$ cat src/rtl/fft_pkg.sv
// Shared FFT chain definitions: dispatcher states, log2 and word-width helpers.
package fft_pkg;

    typedef enum logic {
        FILL  = 1'b0,
        DRAIN = 1'b1
    } state_t;

    // Ceiling log2, evaluated at elaboration for parameter-derived widths.
    function automatic int unsigned log2(input int unsigned v);
        int unsigned r;
        r = 0;
        while ((32'd1 << r) < v) begin
            r = r + 1;
        end
        return r;
    endfunction

    // Sample word width from its MSB index.
    function automatic int unsigned sample_w(input int unsigned msb);
        return msb + 1;
    endfunction

    // Coefficient word width from its MSB index (Q_OUT fraction bits plus sign).
    function automatic int unsigned coeff_w(input int unsigned msb);
        return msb + 1;
    endfunction

endpackage

$ cat src/rtl/fft_twiddle_rom.sv
// Twiddle table W_N^k = cos(2*pi*k/N) - j*sin(2*pi*k/N) for k < N/2, built at elaboration.
module fft_twiddle_rom
    import fft_pkg::*;
#(
    parameter int unsigned N     = 8,
    parameter int unsigned Q_OUT = 15
) (
    input  logic [log2(N)-2:0] k,
    output logic [Q_OUT:0]     coeff_real_c,
    output logic [Q_OUT:0]     coeff_imag_c
);

    localparam int unsigned CW      = coeff_w(Q_OUT);
    localparam int unsigned DEPTH   = N / 2;
    localparam real         TWO_PI  = 6.283185307179586;
    localparam real         SCALE   = real'(64'd1 << Q_OUT);
    localparam int          MAX_POS = int'((64'd1 << Q_OUT) - 64'd1);

    logic [CW-1:0] rom_re [DEPTH];
    logic [CW-1:0] rom_im [DEPTH];

    // One constant entry per k; +1.0 saturates to the largest positive code.
    for (genvar g = 0; g < DEPTH; g++) begin : g_rom
        localparam real ANG = TWO_PI * real'(g) / real'(N);
        localparam int  RE  = $rtoi($floor($cos(ANG) * SCALE + 0.5));
        localparam int  IM  = $rtoi($floor(-$sin(ANG) * SCALE + 0.5));
        assign rom_re[g] = CW'((RE > MAX_POS) ? MAX_POS : RE);
        assign rom_im[g] = CW'((IM > MAX_POS) ? MAX_POS : IM);
    end

    assign coeff_real_c = rom_re[k];
    assign coeff_imag_c = rom_im[k];

endmodule

$ cat src/rtl/fft_stage_dispatch.sv
// FFT stage front-end: buffers one N-point frame (two samples per beat) and replays
// it as butterfly operand pairs (i, i+h) with twiddle W_N^k for the configured stage.
module fft_stage_dispatch
    import fft_pkg::*;
#(
    parameter int unsigned Q_IN  = 15,
    parameter int unsigned Q_OUT = 15,
    parameter int unsigned N     = 8,
    parameter int unsigned STAGE = 0
) (
    input  logic         clk,
    input  logic         reset_n,
    input  logic         valid_in,
    output logic         ready_in,
    input  logic [Q_IN:0]  data_in_real_0,
    input  logic [Q_IN:0]  data_in_imag_0,
    input  logic [Q_IN:0]  data_in_real_1,
    input  logic [Q_IN:0]  data_in_imag_1,
    output logic         valid_out,
    input  logic         ready_out,
    output logic         last_out,
    output logic [Q_OUT:0] data_out_real_0,
    output logic [Q_OUT:0] data_out_imag_0,
    output logic [Q_OUT:0] data_out_real_1,
    output logic [Q_OUT:0] data_out_imag_1,
    output logic [Q_OUT:0] coeff_out_real,
    output logic [Q_OUT:0] coeff_out_imag
);

    localparam int unsigned LOGN = log2(N);
    localparam int unsigned PW   = LOGN - 1;
    localparam int unsigned HALF = N / 2;
    localparam int unsigned H    = N >> (STAGE + 1);
    localparam int unsigned HSH  = log2(H);
    localparam int unsigned IW   = sample_w(Q_IN);
    localparam int unsigned OW   = coeff_w(Q_OUT);

    state_t               state;
    logic [PW-1:0]        beat_cnt;
    logic [PW-1:0]        pair_cnt;
    logic                 drain_armed;
    logic                 pairs_done;

    logic signed [IW-1:0] mem_re [N];
    logic signed [IW-1:0] mem_im [N];

    logic [PW-1:0]        j_c;
    logic [PW-1:0]        k_c;
    logic [LOGN-1:0]      idx_a_c;
    logic [LOGN-1:0]      idx_b_c;
    logic [OW-1:0]        tw_re_c;
    logic [OW-1:0]        tw_im_c;
    logic                 beat_fire_c;
    logic                 load_c;
    logic                 last_accept_c;

    // Pair p -> (i, i+h, k): j = p mod h picks the offset, p / h picks the 2h-wide group.
    always_comb begin
        j_c     = pair_cnt & PW'(H - 1);
        idx_a_c = ((LOGN'(pair_cnt) >> HSH) << (HSH + 1)) | LOGN'(j_c);
        idx_b_c = idx_a_c | LOGN'(H);
        k_c     = j_c << STAGE;
    end

    assign beat_fire_c   = (state == FILL) && valid_in && ready_in;
    assign load_c        = (state == DRAIN) && drain_armed && !pairs_done && (!valid_out || ready_out);
    assign last_accept_c = valid_out && ready_out && last_out;

    fft_twiddle_rom #(
        .N     (N),
        .Q_OUT (Q_OUT)
    ) u_twiddle (
        .k            (k_c),
        .coeff_real_c (tw_re_c),
        .coeff_imag_c (tw_im_c)
    );

    // Frame buffer in natural order; contents survive reset and are simply overwritten.
    always_ff @(posedge clk) begin
        if (beat_fire_c) begin
            mem_re[{beat_cnt, 1'b0}] <= data_in_real_0;
            mem_im[{beat_cnt, 1'b0}] <= data_in_imag_0;
            mem_re[{beat_cnt, 1'b1}] <= data_in_real_1;
            mem_im[{beat_cnt, 1'b1}] <= data_in_imag_1;
        end
    end

    // Fill/drain sequencing and the registered output pair.
    always_ff @(posedge clk or negedge reset_n) begin
        if (!reset_n) begin
            state           <= FILL;
            beat_cnt        <= '0;
            pair_cnt        <= '0;
            drain_armed     <= 1'b0;
            pairs_done      <= 1'b0;
            ready_in        <= 1'b1;
            valid_out       <= 1'b0;
            last_out        <= 1'b0;
            data_out_real_0 <= '0;
            data_out_imag_0 <= '0;
            data_out_real_1 <= '0;
            data_out_imag_1 <= '0;
            coeff_out_real  <= '0;
            coeff_out_imag  <= '0;
        end else begin
            case (state)
                FILL: begin
                    if (beat_fire_c) begin
                        if (beat_cnt == PW'(HALF - 1)) begin
                            beat_cnt <= '0;
                            state    <= DRAIN;
                            ready_in <= 1'b0;
                        end else begin
                            beat_cnt <= beat_cnt + PW'(1);
                        end
                    end
                end
                DRAIN: begin
                    // One turnaround cycle after entering DRAIN before the first pair loads.
                    drain_armed <= 1'b1;
                    if (last_accept_c) begin
                        valid_out   <= 1'b0;
                        last_out    <= 1'b0;
                        pair_cnt    <= '0;
                        beat_cnt    <= '0;
                        drain_armed <= 1'b0;
                        pairs_done  <= 1'b0;
                        ready_in    <= 1'b1;
                        state       <= FILL;
                    end else if (load_c) begin
                        valid_out       <= 1'b1;
                        last_out        <= (pair_cnt == PW'(HALF - 1));
                        data_out_real_0 <= OW'(mem_re[idx_a_c]);
                        data_out_imag_0 <= OW'(mem_im[idx_a_c]);
                        data_out_real_1 <= OW'(mem_re[idx_b_c]);
                        data_out_imag_1 <= OW'(mem_im[idx_b_c]);
                        coeff_out_real  <= tw_re_c;
                        coeff_out_imag  <= tw_im_c;
                        if (pair_cnt == PW'(HALF - 1)) begin
                            pairs_done <= 1'b1;
                        end else begin
                            pair_cnt <= pair_cnt + PW'(1);
                        end
                    end
                end
                default: state <= FILL;
            endcase
        end
    end

endmodule

$ cat config.mk
export PLATFORM = sky130hd
export DESIGN_NAME = fft_stage_dispatch
export DESIGN_NICKNAME = d
export VERILOG_FILES = /design/src/rtl/fft_pkg.sv /design/src/rtl/fft_twiddle_rom.sv /design/src/rtl/fft_stage_dispatch.sv
export SDC_FILE = /design/constraint.sdc
export NUM_CORES = 1
export LEC_CHECK = 0
export CAP_MARGIN = 20
export CORE_ASPECT_RATIO = 0.5
export CORE_UTILIZATION = 60
export CTS_CLUSTER_DIAMETER = 40
export CTS_CLUSTER_SIZE = 24
export DETAILED_ROUTE_END_ITERATION = 10
export PLACE_DENSITY = 0.82
export SYNTH_ARGS = -nofsm -noshare
export SYNTH_HDL_FRONTEND = slang
export SYNTH_HIERARCHICAL = 1
export SYNTH_SLANG_ARGS = --single-unit
$ cat constraint.sdc
create_clock -name clk -period 4.7 [get_ports clk]
set_input_delay 0.47 -clock clk [delete_from_list [all_inputs] [get_ports clk]]
set_output_delay 0.47 -clock clk [all_outputs]
set_load 0.01 [all_outputs]
==> flow_summary.toml <==
[outcome]
status = "finished clean"

[clock_network]
h-tree-depth = 1
ctsResizeCount = 0
clkLatencyLatePin_ns = 0.58
postCtsSetupRepairBufs = 0
tritoncts = "yes"
clockBufferDepth = 3
numCtsBuffers = 28
clk_pin_slew_worst_paths_ns = 0.08
cts_sinks = 362
root_buffer = "clkbuf_16"
cts_hold_buffers = 0

[layout]
drive_above_1_share_pct = 25.8
n_antenna_cell = 0
fin_cells = 1102
mostFrequentLayoutCells = "edfxtp_1, clkdlybuf4s50_1, dfrtp_1, mux2_2, mux4_2"
ff_latch_area_um2 = 10300
fillers = 1255
finalNetCount = 857
multi_input_area_um2 = 2900
mostFrequentLayoutCell = "edfxtp_1"
area_growth_syn_to_layout_pct = 20.3

[setup_path]
slowest_delay_ns = 1.01
cpLargestDelayFamily = "flip-flops"
worst-path-buf-inv = 1
critPathLaunchType = "flop"
worstPathMaxFanout = 48
crit_path_end_kind = "flop"
crit_chain = "buf_4 -> mux4_2 -> mux2_2"
cpMaxStageDelayCell = "dfrtp_4"
cp.required_ns = 5.14
crit_type = "reg2reg"
arrival_ns = 3.16

[global_route]
grt_pass1_wl_um = 37900
grt_use_total_pct = 21.6
overflow = 0
grt_max_degree = 76
grt_pass1_vias = 6739
antenna_found_initial = 0

[detailed_routing]
ant_nets = 0
drc = 0
vias_per_cell = 5.70
wl_um = 24200
initialDrtViolationCount = 410
drtPass1Iterations = 4
wire_per_inst_um = 22.0
vias = 6285

[synth]
ys_types = 34
yosys_warnings = 6
avgSynthCellArea_um2 = 21.7
ys_top_cells_by_area = "edfxtp_1, dfrtp_1, mux4_2"
yosys.area.top_type = "edfxtp_1"
synth_cells = 627
syn_area_um2 = 13600
ys_ff_latch = 362
synth_top_area_share_pct = 56.5
ys_seq_area_share_pct = 76.1

[placement]
place_congestion = 0.698
io_buffers = 166
dp_hpwl_um = 13900
placed_cells = 1050

[sta]
period_share_pct = 57.9
rsz0062_at_grt = "false"
relSlewSlack_pct = 29.0
setup_violations = 0
fin_crit_ns = 2.72
worstMarginPinSlew_ns = 1.06
tns_ns = 0
fmax_ghz = 0.368
final-max-slew-violation-count = 0
hold_violations = 0
clock_skew_ns = 0.0270

[power_and_ir_drop]
p_leak_nw = 5.99
finalPower_mw = 6.04
vdd_drop_max_mv = 0.310
power_density_nw_per_um2 = 369

[floorplanning]
die_width_um = 215
ios = 167
rows = 38
fp.dieH_um = 108
core_um2 = 21900
die_area_um2 = 23300
initial_utilization_pct = 62.0

[run]
timing.max_cap.violations = 0

[min_path]
hp-class = "in2async"
[final cells by class]
cell class	instances	share of cell area, %
Timing Repair Buffer	169	10.4
Clock buffer	31	4.48
Multi-Input combinational cell	211	17.7
Inverter	8	0.184
Sequential cell	362	63.3
Clock inverter	21	1.69
Tap cell	300	2.30
[state kept, by name, summed over array words and instances (netlist names)]
register,flops
mem_im,128
mem_re,128
coeff_out_imag,16
coeff_out_real,16
data_out_imag_0,16
data_out_imag_1,16
data_out_real_0,16
data_out_real_1,16
beat_cnt,2
j_c,2
drain_armed,1
last_out,1
pairs_done,1
ready_in,1
state,1
valid_out,1
[Yosys cell counts]
library cell	instances
a21oi_1	3
a21oi_2	1
a22o_1	1
and2_1	4
and4_1	1
buf_1	5
buf_2	9
buf_4	27
buf_6	8
clkbuf_1	2
conb_1	1
dfrtp_1	105
dfstp_2	1
edfxtp_1	256
ha_1	9
inv_1	8
mux2_1	18
mux2_2	78
mux2i_1	2
mux4_2	64
nand2_1	5
nand2b_1	2
nand3_1	2
nand3b_1	1
nand3b_2	1
nand4_1	1
nor2_1	4
nor2b_1	1
nor3_1	1
o21ai_0	2
o21bai_1	1
o2bb2ai_1	1
o31ai_1	1
or3b_2	1
[report_power, final]
part           internal, mW  switching [mW]
Combinational        0.0557          0.0550
Sequential             3.42         0.00116
Clock                  1.23            1.28
[routing by layer]
metal  global-route usage [%]  part of all wire (%)  vias up
met1                     28.5                    42     3374
met5                        0                     0        -
met4                     4.69                   1.7        0
met3                     4.22                   3.7       29
li1                         -                     -     2747
met2                     38.0                    52      135
[kinds of logic after synthesis]
family	share of synthesized area (%)
other	0.0276
and+or+nand+nor	0.994
buffers and inverters	2.90
DFF	76.1
muxes	18.7
AOI/OAI and AO/OA	0.488
adders and majority gates	0.828
[stage by stage]
step / cell area (µm²) / worst slack (ns) / util (%) / hold WS [ns]
floorplan: 13600 / 1.87 / - / 0.174
global placement: 15300 / 1.92 / 70.0 / 0.467
detailed placement: 15300 / 1.86 / 70.0 / 0.474
CTS: 16400 / 1.89 / 74.6 / 0.0374
global route: 16400 / 1.76 / 74.6 / 0.0752
finish: 16400 / 1.98 / 74.6 / 0.0151
[worst reg2reg max path, delay by kind of cell (launching register included)]
kind,cells,cell delay (ns)
flops,1,1.01
mux,2,0.89
buf+inv,1,0.71
[final timing paths]
path | depth (start not counted) | end | slack [ns] | start
max | 3 | data_out_real_0[3] | 1.98 | j_c[0]
min | 1 | coeff_out_imag[6] | 0.02 | reset_n
max reg2reg | 3 | data_out_real_0[3] | 1.98 | j_c[0]
min reg2reg | 1 | coeff_out_imag[3] | 0.49 | coeff_out_imag[3]
max in group asynchronous | 2 | data_out_imag_1[11] | 3.55 | reset_n
min in group clk | 1 | coeff_out_imag[3] | 0.49 | coeff_out_imag[3]
(Power assumes the default switching activity.)
